--- src/rtl/simplez_sequencer.sv ---
// Simplez CPU control unit: four-phase sequencer (I0, I1, O0, O1) plus HALT that drives
// the datapath microorders, with optional wait-state stretching of the memory phases.
module simplez_sequencer #(
  parameter int MEM_WAIT = 0
) (
  input  logic       clk,
  input  logic       rstn,
  input  logic [2:0] opcode,
  input  logic       z,
  output logic       lec,
  output logic       esc,
  output logic       era,
  output logic       incp,
  output logic       ecp,
  output logic       ccp,
  output logic       scp,
  output logic       eri,
  output logic       sri,
  output logic       eac,
  output logic       sac,
  output logic [1:0] alu_op,
  output logic [2:0] state,
  output logic       stop
);

  // O0 is split by operation so the opcode can change freely once I1 has passed.
  typedef enum logic [2:0] {
    S_I0     = 3'd0,
    S_I1     = 3'd1,
    S_O0_ST  = 3'd2,
    S_O1     = 3'd3,
    S_HALT   = 3'd4,
    S_O0_LD  = 3'd5,
    S_O0_ADD = 3'd6
  } state_t;

  localparam logic [2:0] OP_ST   = 3'd0;
  localparam logic [2:0] OP_LD   = 3'd1;
  localparam logic [2:0] OP_ADD  = 3'd2;
  localparam logic [2:0] OP_BR   = 3'd3;
  localparam logic [2:0] OP_BZ   = 3'd4;
  localparam logic [2:0] OP_CLR  = 3'd5;
  localparam logic [2:0] OP_DEC  = 3'd6;
  localparam logic [2:0] OP_HALT = 3'd7;

  localparam logic [1:0] ALU_PASS = 2'b00;
  localparam logic [1:0] ALU_ADD  = 2'b01;
  localparam logic [1:0] ALU_DEC  = 2'b10;
  localparam logic [1:0] ALU_CLR  = 2'b11;

  localparam logic [3:0] LAST_CNT = 4'(MEM_WAIT);

  state_t     r_state;
  logic [3:0] r_cnt;
  logic       w_last;

  assign w_last = (r_cnt == LAST_CNT);

  always_ff @(posedge clk) begin
    if (!rstn) begin
      r_state <= S_I0;
      r_cnt   <= 4'd0;
    end else begin
      case (r_state)
        S_I0: begin
          if (w_last) begin
            r_state <= S_I1;
            r_cnt   <= 4'd0;
          end else begin
            r_cnt <= r_cnt + 4'd1;
          end
        end
        S_I1: begin
          r_cnt <= 4'd0;
          case (opcode)
            OP_ST:   r_state <= S_O0_ST;
            OP_LD:   r_state <= S_O0_LD;
            OP_ADD:  r_state <= S_O0_ADD;
            OP_HALT: r_state <= S_HALT;
            default: r_state <= S_I0;
          endcase
        end
        S_O0_ST, S_O0_LD, S_O0_ADD: begin
          if (w_last) begin
            r_state <= S_O1;
            r_cnt   <= 4'd0;
          end else begin
            r_cnt <= r_cnt + 4'd1;
          end
        end
        S_O1: begin
          r_state <= S_I0;
          r_cnt   <= 4'd0;
        end
        S_HALT: begin
          r_state <= S_HALT;
          r_cnt   <= 4'd0;
        end
        default: begin
          r_state <= S_I0;
          r_cnt   <= 4'd0;
        end
      endcase
    end
  end

  // Write/load strobes fire only on the final cycle of a stretched phase.
  always_comb begin
    lec    = 1'b0;
    esc    = 1'b0;
    era    = 1'b0;
    incp   = 1'b0;
    ecp    = 1'b0;
    ccp    = 1'b0;
    scp    = 1'b0;
    eri    = 1'b0;
    sri    = 1'b0;
    eac    = 1'b0;
    sac    = 1'b0;
    alu_op = ALU_PASS;
    stop   = 1'b0;
    if (rstn) begin
      case (r_state)
        S_I0: begin
          lec = 1'b1;
          if (w_last) begin
            eri  = 1'b1;
            incp = 1'b1;
          end
        end
        S_I1: begin
          case (opcode)
            OP_ST, OP_LD, OP_ADD: begin
              sri = 1'b1;
              era = 1'b1;
            end
            OP_BR: begin
              sri = 1'b1;
              ccp = 1'b1;
              era = 1'b1;
            end
            OP_BZ: begin
              era = 1'b1;
              if (z) begin
                sri = 1'b1;
                ccp = 1'b1;
              end else begin
                scp = 1'b1;
              end
            end
            OP_CLR: begin
              eac    = 1'b1;
              alu_op = ALU_CLR;
              scp    = 1'b1;
              era    = 1'b1;
            end
            OP_DEC: begin
              eac    = 1'b1;
              alu_op = ALU_DEC;
              scp    = 1'b1;
              era    = 1'b1;
            end
            default: ;
          endcase
        end
        S_O0_LD: begin
          lec = 1'b1;
          eac = w_last;
        end
        S_O0_ADD: begin
          lec = 1'b1;
          if (w_last) begin
            eac    = 1'b1;
            alu_op = ALU_ADD;
          end
        end
        S_O0_ST: begin
          sac = 1'b1;
          esc = w_last;
        end
        S_O1: begin
          scp = 1'b1;
          era = 1'b1;
        end
        S_HALT: stop = 1'b1;
        default: ;
      endcase
    end
  end

  always_comb begin
    case (r_state)
      S_O0_ST, S_O0_LD, S_O0_ADD: state = 3'd2;
      default:                    state = r_state;
    endcase
  end

endmodule
--- config.mk ---
export PLATFORM = sky130hd
export DESIGN_NAME = simplez_sequencer
export DESIGN_NICKNAME = d
export VERILOG_FILES = /design/src/rtl/simplez_sequencer.sv
export SDC_FILE = /design/constraint.sdc
export NUM_CORES = 1
export LEC_CHECK = 0
export ABC_CLOCK_PERIOD_IN_PS = 1700
export CAP_MARGIN = 15
export CELL_PAD_IN_SITES_DETAIL_PLACEMENT = 1
export CELL_PAD_IN_SITES_GLOBAL_PLACEMENT = 1
export CORE_ASPECT_RATIO = 1.25
export CORE_UTILIZATION = 28
export DETAILED_ROUTE_END_ITERATION = 10
export PLACE_DENSITY = 0.78
export SKIP_LAST_GASP = 1
export SYNTH_ARGS = -nofsm -noshare
export SYNTH_HDL_FRONTEND = slang
export SYNTH_SLANG_ARGS = --single-unit
--- constraint.sdc ---
create_clock -name clk -period 1.7 [get_ports clk]
set_clock_uncertainty 0.1 [all_clocks]
set_input_delay 0.255 -clock clk [delete_from_list [all_inputs] [get_ports clk]]
set_output_delay 0.255 -clock clk [all_outputs]
set_load 0.05 [all_outputs]
; After elaboration in Yosys (flattened, before gate mapping)
; Index checks and enable logic that the tools add are counted.
[totals]
regBits = 7
input_bits = 6
wordCells = 68
[classes]
add_sub_neg = 1
eq_ne = 15
muxes = 37
bitwise_logic = 2
n_reduce_logical = 11
[op_table]
columns = operator, count
row1 = $pmux W3 S4, 2
row2 = $mux W1, 23
row3 = $eq A3 B3 Y1 const B, 7
row4 = $eq A3 B2 Y1 const B, 4
row5 = $pmux W1 S2, 5
row6 = $mux W3, 3
row7 = $reduce_or A3 Y1, 3
row8 = $pmux W2 S2, 2
row9 = $reduce_or A4 Y1, 2
row10 = $reduce_or A7 Y1, 1
row11 = $eq A3 B1 Y1 const B, 2
row12 = $logic_not A3 Y1, 2
row13 = $add A4 B1 Y4 const B, 1
row14 = $logic_not A4 Y1, 1
row15 = $ne A2 B2 Y1 const B, 2
row16 = $pmux W1 S3, 1
row17 = $mux W2, 1
row18 = $not A1 Y1, 2
row19 = $reduce_and A2 Y1, 1
row20 = $reduce_or A2 Y1, 1

; Depth between registers and ports, before layout
[depth]
word_depth = 5
ltp_mapped = 6
ltp_nobuf = 5

; Worst setup path before layout
; OpenSTA, ideal clock, no wires.
[synth_timing]
kind = register to output
start = reg r_cnt[0]
end = out incp
t_arrival_ns = 2.290
required_ns = 1.345
slack_ns = -0.945
stages_incl_launch_ff = 7
n_path_buf = 1
cell_sequence = dfxtp_1 inv_1 ha_1 nor3b_4 nand2_1 nor4b_2 buf_4
[synth_between]
elab_chain_len = 4
[synth_rtl]
columns = element, line_no
row1 = from (decl), 54  ; logic [3:0] r_cnt;
row2 = from (signal assigned), 70  ; r_cnt <= r_cnt + 4'd1;
row3 = from (signal assigned), 88  ; r_cnt <= r_cnt + 4'd1;
row4 = $logic_not A4 Y1, 57  ; assign w_last = (r_cnt == LAST_CNT);
row5 = $mux W1 (3 in a row), -
row6 = to (decl), 13  ; output logic incp,
; No other way between the ends.

; Worst setup path after layout
[layout_timing]
start = reg r_cnt[1]
end = out incp
[layout_between]
elab_chain_len = 4
[layout_rtl]
columns = element, line_no
row1 = $logic_not A4 Y1, 57
row2 = $mux W1, 126  ; if (w_last) begin
row3 = $mux W1, 123  ; case (r_state)
row4 = $mux W1, 122  ; if (rstn) begin
; No other way between the ends.

==> flow_summary_export.csv <==
group,metric,value,unit
run_status,status,"finished with violations",
run_status,violations,"setup timing",
sta,hold_viol_final,0,
pwr,ir_worst_vdd,0.000487,V
flow_run,max_cap_violations,0,
sta,setup_viol,12,
detailed_routing,drc,0,
cells_and_area,final_core_util,72.4,%
clocking,clock_latency,0.26,ns
pwr,power.total,0.976,mW
clocking,clockRootBuffer,"clkbuf_4",
synthesis,syn-cell-area,638,um^2
global_routing,grt_pass1_vias,929,
worst_setup_path,end_kind,"output pin",
detailed_routing,drtPass1Iterations,4,
worst_setup_path,crit_fanout,2,
synthesis,synth.avg_cell_area,8.18,um^2
cells_and_area,area_growth,135,%
sta,rsz0062_at_grt,"yes",
worst_setup_path,worstSetupPathType,"reg2out",
detailed_routing,vias,825,
place,routabilityCongestion,0.791,
global_routing,antenna_found_initial,0,
place,pre_cts_slack,-0.313,ns
sta,min_period_over_period,124,%
clocking,cts_tree,"yes",
floorplanning,die_h,55.4,um
sta,max_freq,0.474,GHz
synthesis,async_flop_share,0,%
worst_setup_path,cp.arrival,1.76,ns
global_routing,gr-total-overflow,0,
clocking,hold_buffers,0,
detailed_routing,postRouteAntennaNets,0,
clocking,clockBufferDepth,2,
place,post-place-cells,144,
synthesis,ys_types,37,
place,dp_hpwl,1740,um
worst_hold_path,hold_path_class,"reg2reg",
pwr,internal_power,0.556,mW
sta,min_period,2.11,ns
detailed_routing,drt-initial-drc-count,16,
sta,drv_slew,0,
floorplanning,dieWidth,44.7,um
clocking,cts_num_sinks,7,
floorplanning,dieArea,2480,um^2
global_routing,grt_pass1_wl,5210,um
synthesis,yosysWarningCount,0,
floorplanning,num_rows,18,
sta,hold_ws,0.501,ns
clocking,cts_made_buffers,3,
worst_setup_path,crit_required,1.34,ns
pwr,combPwrFrac,62.8,%
synthesis,synth_edf_count,0,
cells_and_area,diodes,0,
clocking,htree_num_levels,1,
global_routing,track_usage,29.4,%
place,io_buffers,21,
cells_and_area,num-fill-cells,209,
detailed_routing,viasPerCell,5.22,
synthesis,synth-seq-cells,7,
global_routing,grt_max_degree,9,
synthesis,synth_ff_type,"dfxtp_1",
pwr,power.switching,0.420,mW
floorplanning,ios,23,
pwr,leakage,0.602,nW
synthesis,ys_seq_area_share,22.0,%
pwr,power.density,651,nW/um^2
worst_setup_path,critPathLaunchType,"flip-flop",
floorplanning,core,2070,um^2
floorplanning,initial_core_util,30.8,%
pwr,power_frac_seq,20.0,%
cells_and_area,finalNonFillerCells,158,
pwr,swShare,43.0,%
synthesis,syn_inst,78,
sta,worst_slack,-0.410,ns
detailed_routing,wl_per_cell,23.1,um
detailed_routing,routed_wl,3650,um
pwr,clockPowerShare,17.2,%
cells_and_area,layout-drive-gt1-share,68.0,%
synthesis,syn-num-nets,86,
cells_and_area,final_nets,137,
clocking,clk_pin_slew,0.07,ns
==> logic make-up after synthesis <==
| group | share of synthesized area [%] |
|---|---|
| other cells | 0.588 |
| simple gates | 39.4 |
| fa+ha+maj | 5.49 |
| flops | 22.0 |
| compound gates | 12.2 |
| xor+xnor | 6.86 |
| buf+inv | 11.2 |
| mux | 2.35 |
==> worst paths after layout <==
kind / slack, ns / end / depth (start not counted) / startpoint
worst max register to register: -0.02 / r_cnt[0] / 6 / r_cnt[0]
worst min-delay path: 0.50 / r_cnt[0] / 2 / r_cnt[0]
worst max-delay path: -0.41 / incp / 7 / r_cnt[1]
worst min register to register: 0.50 / r_cnt[0] / 2 / r_cnt[0]
==> cell usage after synthesis, types with 3 or more instances <==
cell | number | area [um^2]
buf_4 | 3 | 22.5
nor2b_1 | 4 | 25.0
a21oi_1 | 3 | 15.0
nand3b_1 | 3 | 22.5
inv_1 | 3 | 11.3
dfxtp_1 | 7 | 140
nor2_1 | 5 | 18.8
nor4b_1 | 3 | 26.3
nand3_1 | 3 | 15.0
xor2_1 | 3 | 26.3
nand2_1 | 6 | 22.5
==> registers in the layout (all words and copies together), names as in the netlist <==
signal,flops
r_cnt,4
r_state,3
==> timing repair <==
action	in CTS	in global routing
resized for setup	30	16
setup endpoints to repair	15	17
pin swaps	8	6
buffers inserted	9	4
==> worst max-delay path, stage by stage, from the launching register on <==
cell     delay [ns]
dfxtp_2        0.33
inv_2          0.07
ha_4           0.13
nor3b_4        0.27
nand2_2        0.13
nor4b_4        0.26
buf_4          0.18
buf_12         0.13
==> layer usage <==
| layer | part of all wire (%) | track usage (%) | up-vias |
|---|---|---|---|
| met5 | 0 | 0 | - |
| met4 | 3.6 | 10.8 | 0 |
| met3 | 2.8 | 4.58 | 10 |
| met2 | 53 | 50.0 | 26 |
| met1 | 40 | 36.0 | 421 |
| li1 | - | - | 368 |
==> power groups by stage <==
| stage | clock, mW | sequential (mW) | combinational, mW |
|---|---|---|---|
| after global routing | 0.179 | 0.196 | 0.634 |
| final | 0.168 | 0.195 | 0.613 |
| after CTS | 0.156 | 0.192 | 0.542 |
| after global placement | 0 | 0.190 | 0.473 |
| after detailed placement | 0 | 0.191 | 0.484 |
| after floorplan | 0 | 0.181 | 0.276 |
==> placed cells by master, fill, tap and decap left out, types with 2 or more instances in the layout <==
master / netlist / layout
nor2_4: 0 / 4
nor3b_1: 2 / 2
dfxtp_2: 0 / 2
clkbuf_4: 0 / 3
nand3b_1: 3 / 3
nor2b_2: 0 / 2
buf_6: 0 / 5
buf_12: 1 / 16
inv_2: 1 / 3
nor2_1: 5 / 2
nand3_1: 3 / 2
xnor2_1: 2 / 2
dfxtp_4: 0 / 3
buf_4: 3 / 25
dfxtp_1: 7 / 2
nand2_1: 6 / 3
dlygate4sd2_1: 0 / 3
nand2_4: 0 / 2
nor4b_4: 0 / 2
a21oi_1: 3 / 2
nor4b_1: 3 / 2
nor2b_1: 4 / 2
==> per-stage QoR <==
stage                     setup TNS (ns)  area, um^2
final                              -2.70        1500
after global routing               -3.25        1500
after CTS                          -1.86        1430
after detailed placement           -2.56        1230
after global placement             -2.12        1230
after floorplan                    -1.17         728
==> cell type report <==
type / instances / area (um^2) / area share [%]
timing repair buffer: 53 / 631 / 42.0
tap: 30 / 37.5 / 2.50
sequential: 7 / 154 / 10.3
inverter: 4 / 15.0 / 1.00
multi-input combinational: 60 / 637 / 42.5
clock buffer: 4 / 26.3 / 1.75
(Power assumes the default switching activity.)
